`src/rtl/univ_shift_reg.sv`:
```
// Universal multi-step shift register: logical, arithmetic, rotate and
// serial-fill shifts in either direction, one bit per clock.
module univ_shift_reg #(
   parameter int WIDTH = 8,
   localparam int CW = $clog2(WIDTH+1)
) (
   input  logic             clk,
   input  logic             rst,
   input  logic             load,
   input  logic [WIDTH-1:0] in,
   input  logic             start,
   input  logic             dir,
   input  logic [1:0]       mode,
   input  logic [CW-1:0]    amt,
   input  logic             ser_in,
   output logic [WIDTH-1:0] q,
   output logic             ser_out,
   output logic             busy,
   output logic             done
);

   localparam logic [1:0] M_LOG = 2'b00;
   localparam logic [1:0] M_ARI = 2'b01;
   localparam logic [1:0] M_ROT = 2'b10;

   typedef enum logic [1:0] {
      S_IDLE  = 2'b00,
      S_SHIFT = 2'b01,
      S_DONE  = 2'b10
   } state_t;

   state_t           state_q, state_d;
   logic [CW-1:0]    cnt_q, cnt_d;
   logic             dir_q, dir_d;
   logic [1:0]       mode_q, mode_d;
   logic [WIDTH-1:0] q_q, q_d;
   logic             so_q, so_d;

   logic [CW-1:0]    eff_amt;
   logic             fill;
   logic [WIDTH-1:0] step_val;
   logic             out_bit;

   // Requests beyond the register width collapse to a full-width shift
   assign eff_amt = (amt > CW'(WIDTH)) ? CW'(WIDTH) : amt;

   always_comb begin
      fill = 1'b0;
      unique case (mode_q)
         M_LOG:   fill = 1'b0;
         M_ARI:   fill = dir_q ? 1'b0 : q_q[WIDTH-1];
         M_ROT:   fill = dir_q ? q_q[WIDTH-1] : q_q[0];
         default: fill = ser_in;
      endcase
   end

   always_comb begin
      step_val = '0;
      out_bit  = 1'b0;
      if (dir_q) begin
         step_val = {q_q[WIDTH-2:0], fill};
         out_bit  = q_q[WIDTH-1];
      end else begin
         step_val = {fill, q_q[WIDTH-1:1]};
         out_bit  = q_q[0];
      end
   end

   always_comb begin
      state_d = state_q;
      cnt_d   = cnt_q;
      dir_d   = dir_q;
      mode_d  = mode_q;
      q_d     = q_q;
      so_d    = so_q;
      unique case (state_q)
         S_IDLE: begin
            if (load) begin
               q_d = in;
            end else if (start) begin
               dir_d   = dir;
               mode_d  = mode;
               cnt_d   = eff_amt;
               state_d = (eff_amt == '0) ? S_DONE : S_SHIFT;
            end
         end
         S_SHIFT: begin
            q_d   = step_val;
            so_d  = out_bit;
            cnt_d = cnt_q - CW'(1);
            if (cnt_q == CW'(1)) begin
               state_d = S_DONE;
            end
         end
         S_DONE: begin
            state_d = S_IDLE;
         end
         default: begin
            state_d = S_IDLE;
         end
      endcase
   end

   always_ff @(posedge clk or posedge rst) begin
      if (rst) begin
         state_q <= S_IDLE;
         cnt_q   <= '0;
         dir_q   <= 1'b0;
         mode_q  <= 2'b00;
         q_q     <= '0;
         so_q    <= 1'b0;
      end else begin
         state_q <= state_d;
         cnt_q   <= cnt_d;
         dir_q   <= dir_d;
         mode_q  <= mode_d;
         q_q     <= q_d;
         so_q    <= so_d;
      end
   end

   assign q       = q_q;
   assign ser_out = so_q;
   assign busy    = (state_q == S_SHIFT);
   assign done    = (state_q == S_DONE);

endmodule
```
`config.mk`:
```
export PLATFORM = sky130hd
export DESIGN_NAME = univ_shift_reg
export DESIGN_NICKNAME = d
export VERILOG_FILES = /design/src/rtl/univ_shift_reg.sv
export SDC_FILE = /design/constraint.sdc
export NUM_CORES = 1
export LEC_CHECK = 0
export ABC_AREA = 1
export CORE_MARGIN = 2
export CORE_UTILIZATION = 40
export DETAILED_ROUTE_END_ITERATION = 6
export PLACE_DENSITY_LB_ADDON = 0.3
export SETUP_SLACK_MARGIN = 0.5
export SYNTH_ARGS = -nofsm -noshare
export SYNTH_HDL_FRONTEND = slang
export SYNTH_SLANG_ARGS = --single-unit
```
`constraint.sdc`:
```
create_clock -name clk -period 2.4 [get_ports clk]
set_input_delay 0.48 -clock clk [delete_from_list [all_inputs] [get_ports clk]]
set_output_delay 0.48 -clock clk [all_outputs]
set_load 0.01 [all_outputs]
```
==> flow_summary.ini <==
[status]
status = finished clean

[routing]
viasPerCell = 5.31
vias = 1009
drt_wl_total_um = 2300
drt_iter0_markers = 8
drc = 0
final_antenna_net_count = 0
first_pass_iters = 4
wire_per_inst_um = 12.1

[synthesis]
yosysWarnings = 0
ys_ff_latch = 18
synth_mux_area_frac = 0
synth-xor-area-share = 0
synth_compound_area_frac = 0.268
synthAdderAreaFrac = 0.0249
syn_area_mm2 = 0.00100
synth-seq-area-share = 0.448
synth_top_family_by_area = compound AO/OA/AOI/OAI gates
synth_cells = 128
avgSynthCellArea_um2 = 7.85
syn_nets = 150
synth-simple-area-share = 0.153
synth_cell_type_count = 20

[cts]
clockBufferDepth = 2
cts_hold_buffers = 0
cts_sinks = 18
htreeDepth = 1
insertion_delay_ns = 0.30
cts-root-buf = clkbuf_4
tritoncts = done
clkTransAtPathRegs_ns = 0.11
cts-buffers-inserted = 3

[power_and_ir_drop]
switching_share = 0.442
internal-power_mw = 1.02
powerDensity_mw_per_mm2 = 1330
total_power_mw = 1.82
peakVddDrop_v = 0.000624
comb_power_share = 0.568
pwr-share-seq = 0.327
clkPwrFrac = 0.105
leakagePower_nw = 0.645
p_sw_uw = 804

[finish]
nets = 183
num_antenna_cells = 0
final_core_util = 0.562
drive_gt1_frac = 0.0625
syn_to_final_growth_pct = 36.1

[worst_setup_path]
worstPathArrival_ns = 1.27
reg2reg_depth = 7
crit_fanout = 6
end_kind = output pin
critPathRequiredTime_ns = 1.92
critPathLaunchType = register
rr_startpoint = dir_q
cp-startpoint = state_q[1]
critPathKind = reg -> out

[floorplanning]
die_y_um = 54.1
initial_core_util = 0.413
rows = 18
die-area_mm2 = 0.00293
io_pins = 31
fp.dieW_um = 54.1
coreArea_mm2 = 0.00243

[grt]
grt_start_max_net_pins = 22
antenna_found_initial = 0
grt_usage = 0.189
grt_pass1_vias = 957
grt_pass1_wl_um = 3950
grt-ovfl-total = 0

[timing]
max_freq_mhz = 570
min_period_ns = 1.75
finalClockSkew_ns = 0.00434
hold_ws_ns = 0.559
fin_crit_sh = 0.731
slew_violations = 0
worst_slew_pin_slew_ns = 0.683
setup_viol = 0
fin_ws_ns = 0.646
relSlewSlack = 0.544
rsz0062_at_grt = no
hold_viol_final = 0
setup_tns_ns = 0

[placement]
gp_congestion = 0.799
place_ws_ns = 0.607
port_buffers = 30
hpwl_um = 1770

[flow_run]
drv_cap = 0

[min_path]
hold_path_depth = 2
min_path_type = reg -> reg
min_from = cnt_q[1]
-- final timing paths --
kind,to,slack (ns)
max,busy,0.65
max in group asynchronous,ser_out,1.40
min in group asynchronous,q[2],0.57
min reg2reg,cnt_q[1],0.56
max reg2reg,q[7],1.07
min,cnt_q[1],0.56
-- layout by cell type, fill, tap and decap left out --
| cell type | instances |
|---|---|
| clkbuf_8 | 1 |
| ha_1 | 2 |
| inv_1 | 18 |
| nor2_1 | 10 |
| clkdlybuf4s50_1 | 28 |
| clkbuf_4 | 3 |
| buf_4 | 2 |
| nor4_1 | 1 |
| dlygate4sd2_1 | 1 |
| a21oi_1 | 19 |
| a22oi_1 | 4 |
| nand2_1 | 16 |
| nand4_1 | 4 |
| o21ai_0 | 16 |
| inv_2 | 3 |
| dfrtp_1 | 18 |
| a21oi_4 | 1 |
| nand3_1 | 5 |
| dlymetal6s2s_1 | 1 |
| o211ai_1 | 2 |
| o21bai_1 | 1 |
| a31oi_1 | 4 |
-- worst max-delay path: stages (launching register included) --
cell and delay, ns:
dfrtp_1 0.39, inv_1 0.10, nand2_1 0.09, inv_2 0.12
dlygate4sd2_1 0.28
-- flip-flops by register name (all words and copies together) (netlist names) --
signal and flops:
cnt_q 4, ser_out 1, dir_q 1, mode_q 2, state_q 2, q 8
-- per-layer routing --
metal / track usage / routed length [um] / share of wire / vias up
met1: 0.225 / 970 / 0.42 / 468
met2: 0.321 / 1130 / 0.49 / 34
met4: 0.104 / 55 / 0.024 / 0
li1: - / - / - / 501
met3: 0.0306 / 143 / 0.062 / 6
met5: 0 / 0 / 0 / -
-- power by group through the flow --
stage          logic [mW]  registers (mW)  clock network (mW)
5_1_grt              1.19           0.624               0.210
6_report             1.03           0.595               0.191
2_1_floorplan       0.678           0.604                   0
4_1_cts              1.04           0.598               0.194
3_5_place_dp         1.02           0.610                   0
3_3_place_gp         1.00           0.601                   0
-- final cells by class --
cell class,count,area [um2]
fill,236,1060
sequential,18,450
multi-input combinational,85,448
timing repair buffer,32,317
inverter,21,78.8
tap,30,37.5
clock buffer,4,36.3
-- synth_stat cells (all sizes together) --
library cell   n  area (um2)
a22oi          4        30.0
ha             2        25.0
inv           21        78.8
o211ai         2        15.0
nor2          10        37.5
o21ai         16        80.1
nand4          4        25.0
nand3          5        25.0
buf            3        23.8
a21oi         20         111
nand2         16        60.1
clkbuf         1        3.75
nor4           1        6.26
dfrtp         18         450
a31oi          4        25.0
o21bai         1        7.51
-- stage by stage --
step	instances	cell area [um2]
finish	190	1370
global route	190	1370
CTS	190	1370
detailed placement	185	1320
global placement	185	1320
floorplan	128	1000
-- kinds of logic (layout without fill, tap and decap cells) --
logic type / Yosys count / count (layout)
AOI/OAI and AO/OA: 47 / 47
adders and majority gates: 2 / 2
buffers and inverters: 25 / 57
DFF: 18 / 18
and+or+nand+nor: 36 / 36
-- repair_timing --
action,CTS,global route
setup buffers,1,0
gates resized for setup,2,1
gates cloned,0,0
setup endpoints to repair,2,1
No activity file was read; power rests on OpenSTA's default activity.
